## src/rtl/wav_pkg.sv

```systemverilog
// wav_pkg: shared types and sizing for the wave fetch path.
//   wav_state_e    : fetch FSM states
//   WAV_AW         : DDRAM byte address / length width
//   WAV_FIFO_DEPTH : prefetch FIFO entries (power of two, >= 4)
package wav_pkg;

    localparam int WAV_AW         = 28;
    localparam int WAV_FIFO_DEPTH = 16;

    typedef enum logic [2:0] {
        IDLE,
        ISSUE,
        GUARD,
        WAIT,
        HOLD,
        DRAIN,
        STOP
    } wav_state_e;

endpackage

```

## src/rtl/wav_fifo.sv

```systemverilog
// wav_fifo: synchronous show-ahead FIFO with flush.
//   clk_sys, rst : clock, asynchronous active-high reset
//   flush        : empties the FIFO; wins over push/pop in the same cycle
//   push, din    : write din when not full (or when a pop frees a slot)
//   pop          : drop the head; ignored when empty
//   dout         : head entry, reads as 0 when empty
//   valid, level : not-empty flag and occupancy
module wav_fifo #(
    parameter int DEPTH = 16,
    parameter int DW    = 8
) (
    input  logic                       clk_sys,
    input  logic                       rst,
    input  logic                       flush,
    input  logic                       push,
    input  logic                       pop,
    input  logic [DW-1:0]              din,
    output logic [DW-1:0]              dout,
    output logic                       valid,
    output logic [$clog2(DEPTH):0]     level
);

    localparam int PW = $clog2(DEPTH);
    localparam int LW = PW + 1;
    localparam logic [LW-1:0] LVL_FULL = LW'(DEPTH);

    logic [DW-1:0] mem [DEPTH];
    logic [PW-1:0] wr_ptr;
    logic [PW-1:0] rd_ptr;
    logic [LW-1:0] cnt;
    logic          do_pop;
    logic          do_push;

    assign do_pop  = pop && (cnt != '0);
    // A full FIFO still accepts a push when the head leaves in the same cycle.
    assign do_push = push && ((cnt != LVL_FULL) || do_pop);

    always_ff @(posedge clk_sys or posedge rst) begin
        if (rst) begin
            wr_ptr <= '0;
            rd_ptr <= '0;
            cnt    <= '0;
        end else if (flush) begin
            wr_ptr <= '0;
            rd_ptr <= '0;
            cnt    <= '0;
        end else begin
            if (do_push) wr_ptr <= wr_ptr + PW'(1);
            if (do_pop)  rd_ptr <= rd_ptr + PW'(1);
            case ({do_push, do_pop})
                2'b10:   cnt <= cnt + LW'(1);
                2'b01:   cnt <= cnt - LW'(1);
                default: cnt <= cnt;
            endcase
        end
    end

    // Storage needs no reset: dout is masked while the FIFO is empty.
    always_ff @(posedge clk_sys) begin
        if (do_push && !flush) mem[wr_ptr] <= din;
    end

    assign valid = (cnt != '0);
    assign dout  = valid ? mem[rd_ptr] : '0;
    assign level = cnt;

endmodule

```

## src/rtl/wav_fetch.sv

```systemverilog
// wav_fetch: streams a DDRAM byte range into a show-ahead FIFO for the
// wave player, one outstanding read at a time, with optional looping.
//   I_CLK, I_RST                 : clk_sys and asynchronous active-high reset
//   I_START, I_BASE_ADDR,
//   I_LENGTH, I_LOOP             : range control (start pulse latches, flushes)
//   O_MEM_ADDR, O_MEM_RD,
//   I_MEM_DATA, I_MEM_READY      : DDRAM byte port
//   O_DATA, O_VALID, I_POP,
//   O_LEVEL                      : player side of the FIFO
//   O_DONE                       : non-loop range fetched and FIFO drained
module wav_fetch
    import wav_pkg::*;
#(
    parameter int DEPTH = WAV_FIFO_DEPTH,
    parameter int AW    = WAV_AW
) (
    input  logic                   I_CLK,
    input  logic                   I_RST,
    input  logic                   I_START,
    input  logic [AW-1:0]          I_BASE_ADDR,
    input  logic [AW-1:0]          I_LENGTH,
    input  logic                   I_LOOP,
    output logic [AW-1:0]          O_MEM_ADDR,
    output logic                   O_MEM_RD,
    input  logic [7:0]             I_MEM_DATA,
    input  logic                   I_MEM_READY,
    output logic [7:0]             O_DATA,
    output logic                   O_VALID,
    input  logic                   I_POP,
    output logic [$clog2(DEPTH):0] O_LEVEL,
    output logic                   O_DONE
);

    localparam int LW = $clog2(DEPTH) + 1;
    localparam logic [LW-1:0] LVL_FULL    = LW'(DEPTH);
    localparam logic [LW-1:0] LVL_FULL_M1 = LW'(DEPTH - 1);

    wav_state_e    state, state_nxt;
    logic [AW-1:0] addr_q, addr_nxt;
    logic [AW-1:0] rem_q,  rem_nxt;
    logic [AW-1:0] base_q, base_nxt;
    logic [AW-1:0] len_q,  len_nxt;
    logic          fifo_push;
    logic          fifo_flush;
    logic          pop_eff;
    logic [LW-1:0] level;
    logic [LW-1:0] level_net;   // level once this cycle's pop has landed

    assign pop_eff   = I_POP && (level != '0);
    assign level_net = level - LW'(pop_eff);

    always_ff @(posedge I_CLK or posedge I_RST) begin
        if (I_RST) begin
            state  <= IDLE;
            addr_q <= '0;
            rem_q  <= '0;
            base_q <= '0;
            len_q  <= '0;
        end else begin
            state  <= state_nxt;
            addr_q <= addr_nxt;
            rem_q  <= rem_nxt;
            base_q <= base_nxt;
            len_q  <= len_nxt;
        end
    end

    always_comb begin
        state_nxt  = state;
        addr_nxt   = addr_q;
        rem_nxt    = rem_q;
        base_nxt   = base_q;
        len_nxt    = len_q;
        fifo_push  = 1'b0;
        fifo_flush = 1'b0;

        if (I_START) begin
            fifo_flush = 1'b1;
            base_nxt   = I_BASE_ADDR;
            len_nxt    = I_LENGTH;
            addr_nxt   = I_BASE_ADDR;
            rem_nxt    = I_LENGTH;
            // A read already accepted by DDRAM must be drained before the
            // next request; an ISSUE-cycle request is simply re-issued.
            if (state == GUARD || state == WAIT || state == DRAIN)
                state_nxt = DRAIN;
            else
                state_nxt = (I_LENGTH != '0) ? ISSUE : STOP;
        end else begin
            case (state)
                IDLE:  state_nxt = IDLE;
                ISSUE: state_nxt = GUARD;
                // READY may still be high from the previous transfer here.
                GUARD: state_nxt = WAIT;
                WAIT: begin
                    if (I_MEM_READY) begin
                        fifo_push = 1'b1;
                        if (rem_q == AW'(1) && !I_LOOP) begin
                            addr_nxt  = addr_q + AW'(1);
                            rem_nxt   = '0;
                            state_nxt = STOP;
                        end else begin
                            if (rem_q == AW'(1)) begin
                                addr_nxt = base_q;
                                rem_nxt  = len_q;
                            end else begin
                                addr_nxt = addr_q + AW'(1);
                                rem_nxt  = rem_q - AW'(1);
                            end
                            // After this push the FIFO must still have a slot.
                            state_nxt = (level_net < LVL_FULL_M1) ? ISSUE : HOLD;
                        end
                    end
                end
                HOLD: begin
                    if (level_net < LVL_FULL && rem_q != '0) state_nxt = ISSUE;
                end
                DRAIN: begin
                    if (I_MEM_READY) state_nxt = (rem_q != '0) ? ISSUE : STOP;
                end
                STOP:    state_nxt = STOP;
                default: state_nxt = IDLE;
            endcase
        end
    end

    wav_fifo #(
        .DEPTH (DEPTH),
        .DW    (8)
    ) u_fifo (
        .clk_sys (I_CLK),
        .rst     (I_RST),
        .flush   (fifo_flush),
        .push    (fifo_push),
        .pop     (I_POP),
        .din     (I_MEM_DATA),
        .dout    (O_DATA),
        .valid   (O_VALID),
        .level   (level)
    );

    assign O_MEM_ADDR = addr_q;
    assign O_MEM_RD   = (state == ISSUE);
    assign O_LEVEL    = level;
    assign O_DONE     = (state == STOP) && (level == '0);

endmodule

```

## config.mk

```make
export PLATFORM = sky130hd
export DESIGN_NAME = wav_fetch
export DESIGN_NICKNAME = d
export VERILOG_FILES = /design/src/rtl/wav_pkg.sv /design/src/rtl/wav_fifo.sv /design/src/rtl/wav_fetch.sv
export SDC_FILE = /design/constraint.sdc
export NUM_CORES = 1
export LEC_CHECK = 0
export CAP_MARGIN = 20
export CORE_MARGIN = 8
export CORE_UTILIZATION = 45
export CTS_CLUSTER_DIAMETER = 30
export CTS_CLUSTER_SIZE = 10
export DETAILED_ROUTE_END_ITERATION = 8
export MAX_ROUTING_LAYER = met4
export PLACE_DENSITY = 0.69
export SYNTH_ARGS = -nofsm -noshare
export SYNTH_HDL_FRONTEND = slang
export SYNTH_SLANG_ARGS = --single-unit
```

## constraint.sdc

```tcl
create_clock -name I_CLK -period 9.9 [get_ports I_CLK]
set_input_delay 1.485 -clock I_CLK [delete_from_list [all_inputs] [get_ports I_CLK]]
set_output_delay 1.485 -clock I_CLK [all_outputs]
set_load 0.005 [all_outputs]
```

==> key figures <==
Run status
  – Outcome: completed

STA
  – Final hold vios: 0
  – Worst Max-Slew Pin Slew: ~960 ps
  – Hold_ws: between 400 and 500 ps
  – Clock Skew: about 39 ps
  – Maximum clock frequency: about 0.22 GHz
  – RSZ-0062 raised after global routing: no
  – Setup TNS: 0 ps
  – Count of pins over their slew limit: 0
  – Relative slew slack: between 30% and 40%
  – Fin crit share: 46.0%
  – Final Setup Violations: 0
  – Min cycle time layout: 4550 ps

CTS
  – PostCTS Resize Cnt: 0
  – Clock Latency Late Sink: around 570 ps
  – Hold_buf cts: 0
  – CTS tree: done
  – Total clock buffers created by CTS: 52
  – Clock sinks: 256
  – Reg clk slew, reported paths: around 50 ps
  – CTS Buffer Depth: 3
  – Postcts setup bufs: 0
  – Htree depth: 2
  – Clock root cell: clkbuf_16

Die
  – Ports: 114
  – Starting Density: about 46%
  – Core region area: approximately 0.027 mm^2
  – Die X: roughly 180 um
  – Core Rows: 60
  – Die area: around 0.033 mm^2
  – Die Span Y: 181 um

Power and ir drop
  – Logic gate share of total power: between 10% and 20%
  – Seq pwr share: roughly a third
  – Leakage power: roughly 0.0056 uW
  – Internal power: about 2700 uW
  – PD cells: 241 mW/mm^2
  – Peak supply drop: between 0.1 and 0.15 mV
  – Sw frac: 27.1%
  – Switching pwr: 1010 uW
  – Clk pwr share: a little under half
  – Final Power: approximately 3700 uW

Detailed routing
  – Drt wl/cell: around 21 um
  – Via density: between 5 and 6
  – DRT Pass-1 Iters: 7
  – Vias: between 8000 and 9000
  – 1st-iter DRT viols: 841
  – Final WL: 31500 um
  – Remaining antenna violation count: 0
  – Remaining DRCs: 0

Synth
  – Syn_nets: 1071
  – Flip-flop and latch count after synthesis: 256
  – Mapped Avg Cell Area: around 12 um^2
  – EDFF count, synth: between 100 and 150
  – Mapped cell area: roughly 0.012 mm^2
  – Synth top area cells: edfxtp_1 (31%), dfrtp_1 (26%), mux4_2 (7.3%)
  – Async set-reset flop share out of synthesis: around 50%
  – Yosys Warn Count: 0
  – Post-synthesis sequential area ratio: 57.5%
  – Most area-hungry cell type in the Yosys netlist: edfxtp_1
  – Yosys top cell area share: 31.3%
  – Netlist cell types: ~70
  – Main synth FF type: edfxtp_1
  – Post-synthesis instance total: between 900 and 1000

Placed design
  – Global placement routability congestion: roughly 0.83
  – Final HPWL from detailed placement: 20400 um
  – Number of port buffers: about 110

Setup path
  – Buffer and inverter count on the worst path: 2
  – Crit-path cells: buf_12 > mux4_2 > mux4_2 > and2_1 > clkdlybuf4s50_1
  – CP endpoint kind: output port
  – Worst Reg2Reg Path Length in Cells: 6
  – Critical-path maximum fanout: 26
  – WP data required: ~8400 ps
  – Critical path type: reg2out
  – Max incr delay on CP: 570 ps
  – Slowest stage cell, crit path: mux4_2
  – Worst Path Arrival: 3070 ps
  – Top delay family on crit path: multiplexers
  – Critical path depth: 5
  – CP startpoint kind: register
  – Most used cell along the critical path: mux4_2

Final layout
  – Most frequent cells in the layout: edfxtp_1 (128), dfrtp_1 (127), clkdlybuf4s50_1 (112)
  – Commonest non-fill, non-tap cell in the layout: edfxtp_1
  – Area Overhead vs Synth: 26.5%
  – Final nets: between 1000 and 1500
  – N_diodes: 0
  – Share of post-route cells with drive strength above 1: 17.5%

Global routing
  – Largest net degree at the start of global routing: 80
  – Vias in the first global route: 8735
  – Initial antenna violation count: 0
  – GRT Util Overall: 19.3%
  – GR Overflow Total: 0
  – First-pass GRT wire length: roughly 50000 um

Hold path
  – Hold path depth: 2
  – Hold Crit Class: reg2reg

Run
  – Total of max-cap violations: 0
[final timing paths]
check                                      start                to  slack [ps]
worst max-delay path            u_fifo.rd_ptr[0]         O_DATA[4]        5350
worst min-delay path                   len_q[22]         rem_q[22]         490
worst max register to register         rem_q[12]         rem_q[19]        6490
worst min register to register         len_q[22]         rem_q[22]         490
max in group asynchronous                  I_RST  u_fifo.rd_ptr[0]        7130
min in group asynchronous                  I_RST     O_MEM_ADDR[3]        1370
[state kept, by name, indices dropped and copies added (netlist names)]
signal,cells
O_MEM_ADDR,28
base_q,28
len_q,28
rem_q,28
state,3
u_fifo.level,5
u_fifo.mem,128
u_fifo.rd_ptr,4
u_fifo.wr_ptr,4
[synth_stat cells, types with 3 or more instances]
cell,n
edfxtp_1,128
o211ai_1,13
inv_1,38
dfrtp_1,128
nor2_1,61
buf_1,8
ha_1,13
a22o_1,3
nand4_1,21
buf_2,5
a2bb2oi_1,3
o21a_1,4
nand3b_1,4
nor2b_1,7
mux2_2,41
clkbuf_1,42
o21ai_0,56
a31oi_1,6
or4_1,5
nor3_1,25
o21ai_1,17
mux2i_1,4
a211oi_1,3
xnor2_1,16
a21oi_1,43
a22oi_1,10
nand2b_1,4
xor2_1,24
mux4_2,40
nand2_1,57
and4_1,6
a221o_1,15
buf_4,4
nand4b_1,3
nor3b_1,5
and3_1,9
buf_6,3
nand3_1,27
o31ai_1,11
nor4_1,17
and2_1,19
a311oi_1,5
or3_1,3
[through the flow]
stage / worst slack [ps] / cells / utilization, % / cell area [um^2]
6_report: 5350 / 1491 / 57.8 / 15500
5_1_grt: 5210 / 1491 / 57.8 / 15500
2_1_floorplan: 5000 / 987 / - / 12300
4_1_cts: 4880 / 1486 / 57.6 / 15500
3_5_place_dp: 5320 / 1388 / 50.7 / 13600
3_3_place_gp: 5470 / 1388 / 50.7 / 13600
[power groups by stage]
stage	clock network, uW	registers (uW)	logic (uW)
finish	1790	1290	656
global route	1860	1300	713
CTS	1810	1310	634
detailed placement	0	1330	627
global placement	0	1330	616
floorplan	0	1270	417
[metal layers]
layer | global-route usage [%] | vias up | wire (um)
met5 | - | - | 0
met4 | 5.02 | 0 | 539
met3 | 3.21 | 44 | 1810
met2 | 30.0 | 335 | 15200
met1 | 26.2 | 4472 | 13900
li1 | - | 4007 | -
[worst reg2reg max path: stages, from the launching register on]
cell      delay, ps
dfrtp_1         440
or4_1           680
and4b_1         530
nand4_4         640
nor2_1          730
a22oi_1         150
o311ai_1        140
[kinds of logic after synthesis]
| kind of cell | synth area share, % |
|---|---|
| AND/OR/NAND/NOR | 12.0 |
| flip-flops | 57.5 |
| AO/OA/AOI/OAI | 11.3 |
| buffers and inverters | 3.46 |
| multiplexers | 11.4 |
| XOR/XNOR | 2.86 |
| adder cells (fa/ha/maj) | 1.49 |
[final cells by class]
class	instances	area, um^2
Tap cell	341	427
Multi-Input combinational cell	630	4800
Clock inverter	37	488
Sequential cell	256	7050
Fill cell	2212	11400
Inverter	38	148
Clock buffer	61	1370
Timing Repair Buffer	128	1250
(Power assumes the default switching activity.)
